<file path="src/rtl/branch_sched.sv">
// Branch resolution sequencer for the D-stage comparator: accept, wait for operands, evaluate, redirect.
// Optional build macro BRANCH_SCHED_STATS_EN adds br_cnt/tk_cnt branch statistics outputs.
module branch_sched #(
    parameter int WAIT_MAX = 16
) (
    input  logic        clk,
    input  logic        reset,
    input  logic        clr,
    input  logic        br_valid,
    input  logic [2:0]  br_op,
    input  logic [31:0] br_target,
    input  logic        opnd_ready,
    input  logic        eq,
    input  logic        eqz,
    input  logic        ltz,
    input  logic        redir_ready,
    output logic        stall_d,
    output logic        redir_valid,
    output logic [31:0] redir_pc,
    output logic        taken,
    output logic        err
`ifdef BRANCH_SCHED_STATS_EN
    ,
    output logic [31:0] br_cnt,
    output logic [31:0] tk_cnt
`endif
);

    typedef enum logic [1:0] {IDLE, WAIT, EVAL, REDIR} state_t;

    localparam logic [7:0] WAIT_LIM = WAIT_MAX[7:0];

    state_t      state_reg, state_next;
    logic [2:0]  op_reg, op_next;
    logic [31:0] target_reg, target_next;
    logic [7:0]  wait_cnt_reg, wait_cnt_next;
    logic [7:0]  wait_inc;
    logic [31:0] redir_pc_reg, redir_pc_next;
    logic        taken_reg, taken_next;
    logic        err_reg, err_next;
    logic        op_legal;
    logic        cond;

    assign op_legal = (br_op <= 3'd5);
    assign wait_inc = wait_cnt_reg + 8'd1;

    // Branch condition from the latched opcode and the live comparator flags.
    always_comb begin
        cond = 1'b0;
        case (op_reg)
            3'd0:    cond = eq;
            3'd1:    cond = !eq;
            3'd2:    cond = ltz | eqz;
            3'd3:    cond = !ltz & !eqz;
            3'd4:    cond = ltz;
            3'd5:    cond = !ltz;
            default: cond = 1'b0;
        endcase
    end

    always_comb begin
        state_next    = state_reg;
        op_next       = op_reg;
        target_next   = target_reg;
        wait_cnt_next = wait_cnt_reg;
        redir_pc_next = redir_pc_reg;
        taken_next    = taken_reg;
        err_next      = err_reg;
        if (clr) begin
            state_next = IDLE;
        end else begin
            case (state_reg)
                IDLE: begin
                    if (br_valid) begin
                        if (!op_legal) begin
                            err_next = 1'b1;
                        end else begin
                            op_next       = br_op;
                            target_next   = br_target;
                            wait_cnt_next = 8'd0;
                            state_next    = opnd_ready ? EVAL : WAIT;
                        end
                    end
                end
                WAIT: begin
                    if (opnd_ready) begin
                        state_next = EVAL;
                    end else if (wait_inc == WAIT_LIM) begin
                        err_next   = 1'b1;
                        state_next = IDLE;
                    end else begin
                        wait_cnt_next = wait_inc;
                    end
                end
                EVAL: begin
                    taken_next = cond;
                    if (cond) begin
                        redir_pc_next = target_reg;
                        state_next    = REDIR;
                    end else begin
                        state_next = IDLE;
                    end
                end
                REDIR: begin
                    if (redir_ready) begin
                        state_next = IDLE;
                    end
                end
                default: state_next = IDLE;
            endcase
        end
    end

    always_ff @(posedge clk or posedge reset) begin
        if (reset) begin
            state_reg    <= IDLE;
            op_reg       <= 3'd0;
            target_reg   <= 32'd0;
            wait_cnt_reg <= 8'd0;
            redir_pc_reg <= 32'd0;
            taken_reg    <= 1'b0;
            err_reg      <= 1'b0;
        end else begin
            state_reg    <= state_next;
            op_reg       <= op_next;
            target_reg   <= target_next;
            wait_cnt_reg <= wait_cnt_next;
            redir_pc_reg <= redir_pc_next;
            taken_reg    <= taken_next;
            err_reg      <= err_next;
        end
    end

    // Stall is combinational so the F/D registers freeze in the accept cycle itself.
    assign stall_d     = (state_reg != IDLE) | (br_valid & op_legal);
    assign redir_valid = (state_reg == REDIR);
    assign redir_pc    = redir_pc_reg;
    assign taken       = taken_reg;
    assign err         = err_reg;

`ifdef BRANCH_SCHED_STATS_EN
    logic [31:0] br_cnt_reg, tk_cnt_reg;

    // Counts every evaluation, including one aborted by clr in the same cycle.
    always_ff @(posedge clk or posedge reset) begin
        if (reset) begin
            br_cnt_reg <= 32'd0;
            tk_cnt_reg <= 32'd0;
        end else if (state_reg == EVAL) begin
            br_cnt_reg <= br_cnt_reg + 32'd1;
            if (cond) begin
                tk_cnt_reg <= tk_cnt_reg + 32'd1;
            end
        end
    end

    assign br_cnt = br_cnt_reg;
    assign tk_cnt = tk_cnt_reg;
`endif

endmodule

</file>
<file path="config.mk">
export PLATFORM = sky130hd
export DESIGN_NAME = branch_sched
export DESIGN_NICKNAME = d
export VERILOG_FILES = /design/src/rtl/branch_sched.sv
export SDC_FILE = /design/constraint.sdc
export NUM_CORES = 1
export LEC_CHECK = 0
export ABC_CLOCK_PERIOD_IN_PS = 3600
export BUFFER_PORTS_ARGS = -buffer_cell sky130_fd_sc_hd__buf_2
export CORE_AREA = 8 8 92 94
export CTS_CLUSTER_DIAMETER = 80
export DETAILED_ROUTE_END_ITERATION = 6
export DIE_AREA = 0 0 100 102
export HOLD_SLACK_MARGIN = 0.1
export PLACE_DENSITY = 0.73
export SLEW_MARGIN = 20
export SYNTH_ARGS = -nofsm -noshare
export SYNTH_HDL_FRONTEND = slang
export SYNTH_SLANG_ARGS = --single-unit
</file>
<file path="constraint.sdc">
create_clock -name clk -period 3.6 [get_ports clk]
set_input_delay 0.18 -clock clk [delete_from_list [all_inputs] [get_ports clk]]
set_output_delay 0.18 -clock clk [all_outputs]
set_load 0.05 [all_outputs]
</file>
==> qor.yml, run 1 <==
crit_required_ns: 3.83
critPathMaxStageDelay_ns: 0.80
power_density_nw_per_um2: 786.0
antenna_left: 0
path_class: "reg2reg"
synth.distinct_cells: 36
post-route-cell-area_um2: 4453
htreeDepth: 3
crit_chain: "nor2_1, nand4_1, buf_12, mux2_2"
io_buffer_count: 79
clk_path_buf_depth: 2
start_util_pct: 47.93
status: "finished, final reports clean"
synthAdderAreaFrac_pct: 0.3698
finalCriticalPeriod_ns: 2.329
dr_total_vias: 2199
path_clk_slew_ns: 0.09
yosysTopAreaCell: "dfrtp_1"
setup_viol: 0
switching_power_uw: 1399
fmax_mhz: 429.4
cts_root_buf: "clkbuf_8"
p_clk_share_pct: 21.3
netlist_area_um2: 3383
antenna_found_initial: 0
yosys_warnings: 0
die_h_um: 102
worst_pin_slew_ns: 0.9773
core_area_um2: 7059
synth_top_family_by_area: "multiplexers"
post-route-period-util_pct: 64.68
layout-drive-gt1-share_pct: 47.77
cp_data_arrival_time_ns: 2.56
setup_tns_ns: 0
grt_max_degree: 80
seq_power_share_pct: 38.5
final-hold-violation-count: 0
drt_iter0_drc: 51
dr.pass1.iters: 4
cts_tree: "done"
track_usage_pct: 14.27
synth_cells: 231
slew_viol_final: 0
max-slew-margin-rel_pct: 34.65
viasPerCell: 4.812
clk_latency_ns: 0.36
cts_buffers: 9
ir_worst_vdd_mv: 0.4465
post-route-drc-count: 0
final_nets: 398
postSynthAreaPerCell_um2: 14.65
cap_violations: 0
avgRoutedWirePerCell_um: 15.18
rsz0062_at_grt: "no"
cp_max_fo: 19
cts_setup_buffers: 0
p_total_uw: 3500
rows: 31
clock-sinks: 79
grt_pass1_wl_um: 11340
wirelength_um: 6938
synthMuxAreaShare_pct: 25.81
ys_ff_latch: 79
areaGrowthSynthToFinish_pct: 31.62
synth_edf_count: 0
io_pins: 80
post-dp-hpwl_um: 4592
crit_slowest_cell: "nand4_1"
hold_path.class: "in2async"
synth-xor-area-share_pct: 1.036
endpoint_kind: "register"
yosysSeqAreaShare_pct: 58.43
intPower_uw: 2101
skew_ns: 0.01265
synth_compound_area_share_pct: 4.586
die_w_um: 100
async_flop_share_pct: 100.0
grt_overflow: 0
swShare_pct: 39.98
leakage_uw: 0.002117
syn-num-nets: 276
gp_congestion: 0.7798
antenna_cells: 0
synth_flop_cell: "dfrtp_1"
netlist_top_cells_area: "dfrtp_1 58%, mux2_4 13%, mux2_2 13%, buf_12 1.8%, o21ai_0 1.8%"
yosysTopAreaCellShare_pct: 58.43
comb_power_share_pct: 40.1
yosys.area_share.simple_pct: 6.768
first_global_vias: 2289
cp-start-kind: "register"
dieArea_um2: 10200
place_area_um2: 3864
-- synth_stat cells, types with 2 or more instances --
cell      number
nor2_1        10
nand2_1       14
nor3_1         2
mux2_4        29
dfrtp_1       79
nand2b_1       3
xor2_1         2
buf_2          3
mux2_2        38
buf_12         3
o21ai_0       12
nand3_1        4
xnor2_1        2
inv_1          4
a21oi_1        4
or3_1          2
-- final timing paths --
| path | startpoint | endpoint | slack (ns) | depth (start not counted) |
|---|---|---|---|---|
| setup / recovery | state_reg[1]$_DFFE_PP0P_ | target_reg[13]$_DFFE_PP0P_ | 1.27 | 4 |
| hold / removal | reset | target_reg[11]$_DFFE_PP0P_ | 0.1 | 3 |
| setup reg to reg | state_reg[1]$_DFFE_PP0P_ | target_reg[13]$_DFFE_PP0P_ | 1.27 | 4 |
| hold reg to reg | taken$_DFFE_PP0P_ | taken$_DFFE_PP0P_ | 0.49 | 1 |
| max in group asynchronous | reset | target_reg[25]$_DFFE_PP0P_ | 2.87 | 3 |
| min in group clk | redir_ready | state_reg[0]$_DFFE_PP0P_ | 0.16 | 3 |
-- through the flow --
step                      utilization, %  instances  setup slack [ns]  hold slack, ns
after floorplan                        -        231             1.397          0.3306
after global placement             54.73        405             1.307          0.4117
after detailed placement           54.73        405             1.215          0.4160
after CTS                          63.08        457             1.186          0.1326
after global routing               63.08        457             1.037          0.1430
final                              63.08        457             1.271         0.09505
-- cells by family after synthesis --
group / Yosys count
and+or+nand+nor: 44
buffers and inverters: 11
adders and majority gates: 1
muxes: 68
xor gates and xnor gates: 4
DFF: 79
AOI/OAI and AO/OA: 24
-- per-layer routing --
metal  vias to the layer above  global-route usage (%)  routed length (um)
met2                        50                   23.09                3418
met1                      1083                   17.04                3044
met5                         -                       0                   0
met3                         9                   4.700                 362
met4                         0                   6.279                 113
li1                       1057                       -                   -
-- power by group through the flow --
| stage | logic (uW) | registers, uW | clock network [uW] |
|---|---|---|---|
| after floorplan | 442 | 1990 | 0 |
| after global placement | 1370 | 1360 | 0 |
| after detailed placement | 1390 | 1360 | 0 |
| after CTS | 1420 | 1350 | 758 |
| after global routing | 1480 | 1390 | 801 |
| final | 1410 | 1350 | 746 |
-- worst max-delay path: cells and delay by family (launching register included) --
kind                   cells  cell delay, ns
AND/OR/NAND/NOR            2            1.03
buffers and inverters      1            0.47
flip-flops                 1            0.42
multiplexers               1            0.28
-- placed cells by master, fill, tap and decap left out, types with 2 or more instances in the layout --
master         instances
nor3_1                 2
inv_1                  3
o21ai_0               12
buf_2                 79
a21oi_1                4
nand2b_1               3
nor2_1                10
dlygate4sd3_1         36
xnor2_1                2
nand2_1               14
dfrtp_1               79
clkbuf_8              10
bufinv_16              2
nand3_1                4
mux2_4                29
xor2_1                 2
mux2_2                38
or3_1                  2
clkinv_4               2
buf_12                 2
-- layout make-up --
type,count,area (um2)
inverters,4,15.01
multi-input cells,141,1305
clock buffers,10,137.6
repair buffers,118,803.3
well taps,99,123.9
flip-flops and latches,79,1977
fillers,569,2606
clock inverters,6,91.34
-- what timing repair did --
action | in CTS | in global routing
setup endpoints to repair | 0 | 0
hold buffers | 36 | 0
gates resized for setup | 0 | 0
hold endpoints to repair | 36 | 0
No activity file was read; power rests on OpenSTA's default activity.
==> run 2: changes to the inputs <==
ABC_CLOCK_PERIOD_IN_PS = 2080   (was 3600)
CORE_AREA = 8 8 93 95   (was 8 8 92 94)
DIE_AREA = 0 0 101 103   (was 0 0 100 102)
PLACE_DENSITY = 0.75   (was 0.73)
clock period = 2.08 ns   (was 3.6 ns; I/O delays follow)
==> run 2 against run 1 <==
Effect of this change: via count up 2.9%; count of clock-buffer cells in the layout shrank 1; sequential power up 73%; non-clock buffer count rose by 7; fmax rose by 22%; die area increased by 2.0%; largest cell class unchanged; utilization about the same; worst hold slack gained 0.074 ns; register-to-register slack got worse by 1.1 ns; largest power group unchanged.
==> qor.yml, run 2 (synthesis results as in run 1) <==
status: "finished, final reports clean"
io_buffer_count: 79
antenna_found_initial: 0
final_nets: 405
cp-start-kind: "register"
mostFrequentLayoutCells: "79 x dfrtp_1, 79 x buf_2, 39 x dlygate4sd3_1"
place_inst: 409
viasPerCell: 4.877
antenna_cells: 0
fin_util_pct: 63.04
cap_violations: 0
rsz0062_at_grt: "no"
post-dp-hpwl_um: 4791
dieArea_um2: 10400
crit_required_ns: 2.32
min-delay-start: "clr"
avgRoutedWirePerCell_um: 15.69
setup_viol: 0
cp_data_arrival_time_ns: 2.15
gp_congestion: 0.8051
dr.pass1.iters: 4
die_w_um: 101
slew_viol_final: 0
htreeDepth: 3
cp_max_fo: 4
cts_tree: "done"
track_usage_pct: 15.08
grt_overflow: 0
cts_root_buf: "clkbuf_8"
hold_path.class: "in2reg"
first_global_vias: 2460
place_area_um2: 3897
max-slew-margin-rel_pct: 74.71
grt_max_degree: 37
wirelength_um: 7280
clock-sinks: 79
setup_tns_ns: 0
rows: 31
postCtsHoldBufs: 39
post-route-drc-count: 0
post_cts_resized: 0
start_util_pct: 47.41
power_density_nw_per_um2: 1337
cts_buffers: 9
final-hold-violation-count: 0
clk_path_buf_depth: 2
worst_pin_slew_ns: 0.3765
crit_start: "op_reg[0]$_DFFE_PP0P_"
fmax_mhz: 522.4
clk_latency_ns: 0.35
r2r_start: "op_reg[0]$_DFFE_PP0P_"
core_area_um2: 7137
layout-drive-gt1-share_pct: 47.95
areaGrowthSynthToFinish_pct: 32.99
leakage_uw: 0.002135
path_class: "reg2reg"
ir_worst_vdd_mv: 0.6156
grt_pass1_wl_um: 12020
die_h_um: 103
post-route-cell-area_um2: 4499
stdcell_count: 464
antenna_left: 0
drt_iter0_drc: 57
dr_total_vias: 2263
finalCriticalPeriod_ns: 1.914
holdWs_ns: 0.1693
skew_ns: 0.006627
post-route-period-util_pct: 92.03
io_pins: 80
cts_setup_buffers: 0
endpoint_kind: "register"
path_clk_slew_ns: 0.08
-- run 2: cell count changes in the layout (fill, tap and decap cells not counted), sizes merged --
cell	previous run	this run
clkinv	3	4
dlygate4sd3	36	39
clkinvlp	0	2
buf	82	86
inv	5	3
clkbuf	10	9
-- run 2: stage by stage --
| stage | total power [uW] | setup slack, ns |
|---|---|---|
| 4_1_cts | 6077 | 0.1849 |
| 3_3_place_gp | 4716 | 0.2904 |
| 5_1_grt | 6317 | 0.05663 |
| 6_report | 6017 | 0.1657 |
| 3_5_place_dp | 4791 | 0.2530 |
| 2_1_floorplan | 4203 | 0.3252 |
-- run 2: worst max-delay path, stage by stage, from the launching register on --
cell and delay [ns]:
dfrtp_1 0.41, or3_1 0.37, nand4b_1 0.11, o21ai_2 0.09, o211ai_1 0.18, a21oi_1 0.09
dlygate4sd3_1 0.55
-- run 2: final timing paths --
check	end	slack, ns	depth (start not counted)
worst max-delay path	state_reg[1]$_DFFE_PP0P_	0.17	6
max in group asynchronous	redir_pc[9]$_DFFE_PP0P_	1.11	4
worst min register to register	err$_DFFE_PP0P_	0.50	1
worst max register to register	state_reg[1]$_DFFE_PP0P_	0.17	6
worst min-delay path	state_reg[0]$_DFFE_PP0P_	0.17	3
min in group asynchronous	wait_cnt_reg[7]$_DFFE_PP0P_	0.30	3
-- run 2: layout make-up --
class                      count  area (um2)
timing repair buffer         125       863.3
clock inverter                 7       87.58
inverter                       4       18.77
tap                           99       123.9
sequential                    79        1977
multi-input combinational    141        1305
fill                         583        2638
clock buffer                   9       123.9
-- run 2: routing by layer --
layer	wire length [um]	global-route usage [%]	part of all wire [%]
met1	3123	17.79	43
met2	3636	24.50	50
met3	388	4.929	5.3
met4	131	7.102	1.8
met5	0	0	0
-- run 2: power by group --
part           total (uW)  leakage (uW)  switching, uW  internal, uW
sequential           2340      0.000980            298          2040
clock                1210      0.000109            545           667
combinational        2460       0.00105           1580           886
total                6020       0.00214           2420          3600
==> run 3: changes to the inputs <==
PLACE_DENSITY = 0.77   (was 0.75)
==> run 3 against run 2 <==
Effect of this change: first-iteration DRC count is 3.5% lower; non-clock buffer count is 2 higher; count of clock-buffer cells in the layout stayed put; sequential power hardly changed; register-to-register slack better by 0.02 ns; combinational power hardly changed; critical path depth stayed put; worst hold slack worse by 0.0045 ns; fmax is 1.2% higher; critical endpoint unchanged; largest power group unchanged.
==> qor.yml, run 3 (synthesis results as in run 1) <==
status: "finished, final reports clean"
path_clk_slew_ns: 0.08
cp_max_fo: 4
crit_chain: "or3_1, nand4b_1, o21ai_2, o211ai_1, a21oi_1, dlygate4sd3_1"
antenna_found_initial: 0
cts_buffers: 9
io_pins: 80
cp-start-kind: "register"
clock-sinks: 79
setup_tns_ns: 0
wirelength_um: 7407
rows: 31
hold_path.class: "in2reg"
final-hold-violation-count: 0
htreeDepth: 3
io_buffer_count: 79
crit_required_ns: 2.31
core_area_um2: 7137
grt_pass1_wl_um: 12350
skew_ns: 0.008520
finalCriticalPeriod_ns: 1.891
power_density_nw_per_um2: 1335
dr_total_vias: 2296
place_inst: 411
areaGrowthSynthToFinish_pct: 33.69
grt_overflow: 0
post-route-drc-count: 0
path_class: "reg2reg"
slew_viol_final: 0
post_cts_resized: 0
cp_data_arrival_time_ns: 2.12
viasPerCell: 4.948
antenna_left: 0
clk_latency_ns: 0.34
max-slew-margin-rel_pct: 58.53
crit_slowest_cell: "dlygate4sd3_1"
fillers: 545
drt_iter0_drc: 55
grt_max_degree: 36
rsz0062_at_grt: "no"
stdcell_count: 464
cap_violations: 0
leakage_uw: 0.002141
first_global_vias: 2466
post-route-period-util_pct: 90.91
die_w_um: 101
dieArea_um2: 10400
holdWs_ns: 0.1648
mostFrequentLayoutCells: "79 x dfrtp_1, 79 x buf_2, 39 x dlygate4sd3_1"
cts_tree: "done"
cts_root_buf: "clkbuf_8"
fmax_mhz: 528.8
track_usage_pct: 15.19
post-dp-hpwl_um: 5042
antenna_cells: 0
post-place-ws_ns: 0.2105
dr.pass1.iters: 4
die_h_um: 103
clk_path_buf_depth: 2
start_util_pct: 47.41
endpoint_kind: "register"
fin_ws_ns: 0.1891
setup_viol: 0
layout-drive-gt1-share_pct: 47.95
worst_pin_slew_ns: 0.6208
gp_congestion: 0.7859
ir_worst_vdd_mv: 0.6901
critPathMaxStageDelay_ns: 0.56
final_nets: 407
avgRoutedWirePerCell_um: 15.96
[run 3: cell types whose count changed in the layout (fill, tap and decap cells not counted)]
| cell | previous run | this run |
|---|---|---|
| buf_12 | 2 | 3 |
| buf_4 | 5 | 6 |
| clkinv_2 | 4 | 0 |
| clkinvlp_4 | 2 | 3 |
| inv_6 | 0 | 1 |
[run 3: repair_timing]
item                                   in CTS  in global routing
endpoints found under the hold margin      63                  0
hold buffers                               39                  0
setup buffers                               0                  0
[run 3: where the power goes]
group | total, uW | leakage (uW) | switching (uW) | internal (uW)
combinational | 2470 | 0.00106 | 1580 | 891
clock | 1220 | 0.0000978 | 553 | 667
sequential | 2350 | 0.000980 | 303 | 2040
[run 3: layout make-up]
cell class | count | area, um2 | area share (%)
well taps | 99 | 123.9 | 2.739
flip-flops and latches | 79 | 1977 | 43.71
inverters | 4 | 18.77 | 0.4149
repair buffers | 127 | 890.9 | 19.70
multi-input cells | 141 | 1305 | 28.85
clock inverters | 5 | 83.83 | 1.853
clock buffers | 9 | 123.9 | 2.739
[run 3: stage by stage]
stage	area, um2	total power, uW	utilization (%)
5_1_grt	4523	6324	63.38
3_5_place_dp	3925	4807	55.00
2_1_floorplan	3387	4203	-
3_3_place_gp	3925	4727	55.00
4_1_cts	4523	6098	63.38
6_report	4523	6038	63.38
[run 3: worst paths after layout]
path | end | cells after the start | slack [ns] | startpoint
max | state_reg[1]$_DFFE_PP0P_ | 6 | 0.19 | op_reg[0]$_DFFE_PP0P_
max in group asynchronous | wait_cnt_reg[4]$_DFFE_PP0P_ | 4 | 1.01 | reset
min | state_reg[0]$_DFFE_PP0P_ | 3 | 0.16 | clr
min reg2reg | err$_DFFE_PP0P_ | 1 | 0.47 | err$_DFFE_PP0P_
max reg2reg | state_reg[1]$_DFFE_PP0P_ | 6 | 0.19 | op_reg[0]$_DFFE_PP0P_
min in group asynchronous | redir_pc[22]$_DFFE_PP0P_ | 3 | 0.39 | reset
[run 3: routing by layer]
| layer | share of wire [%] | track usage (%) | routed length [um] |
|---|---|---|---|
| met5 | 0 | 0 | 0 |
| met4 | 0.95 | 4.811 | 70 |
| met3 | 6.0 | 5.334 | 446 |
| met2 | 49 | 25.06 | 3659 |
| met1 | 44 | 18.22 | 3231 |
[run 3: worst max-delay path: cells and delay by family, from the launching register on]
kind,cells,cell delay [ns]
buffers and inverters,1,0.56
and+or+nand+nor,2,0.48
DFF,1,0.41
AOI/OAI and AO/OA,3,0.33
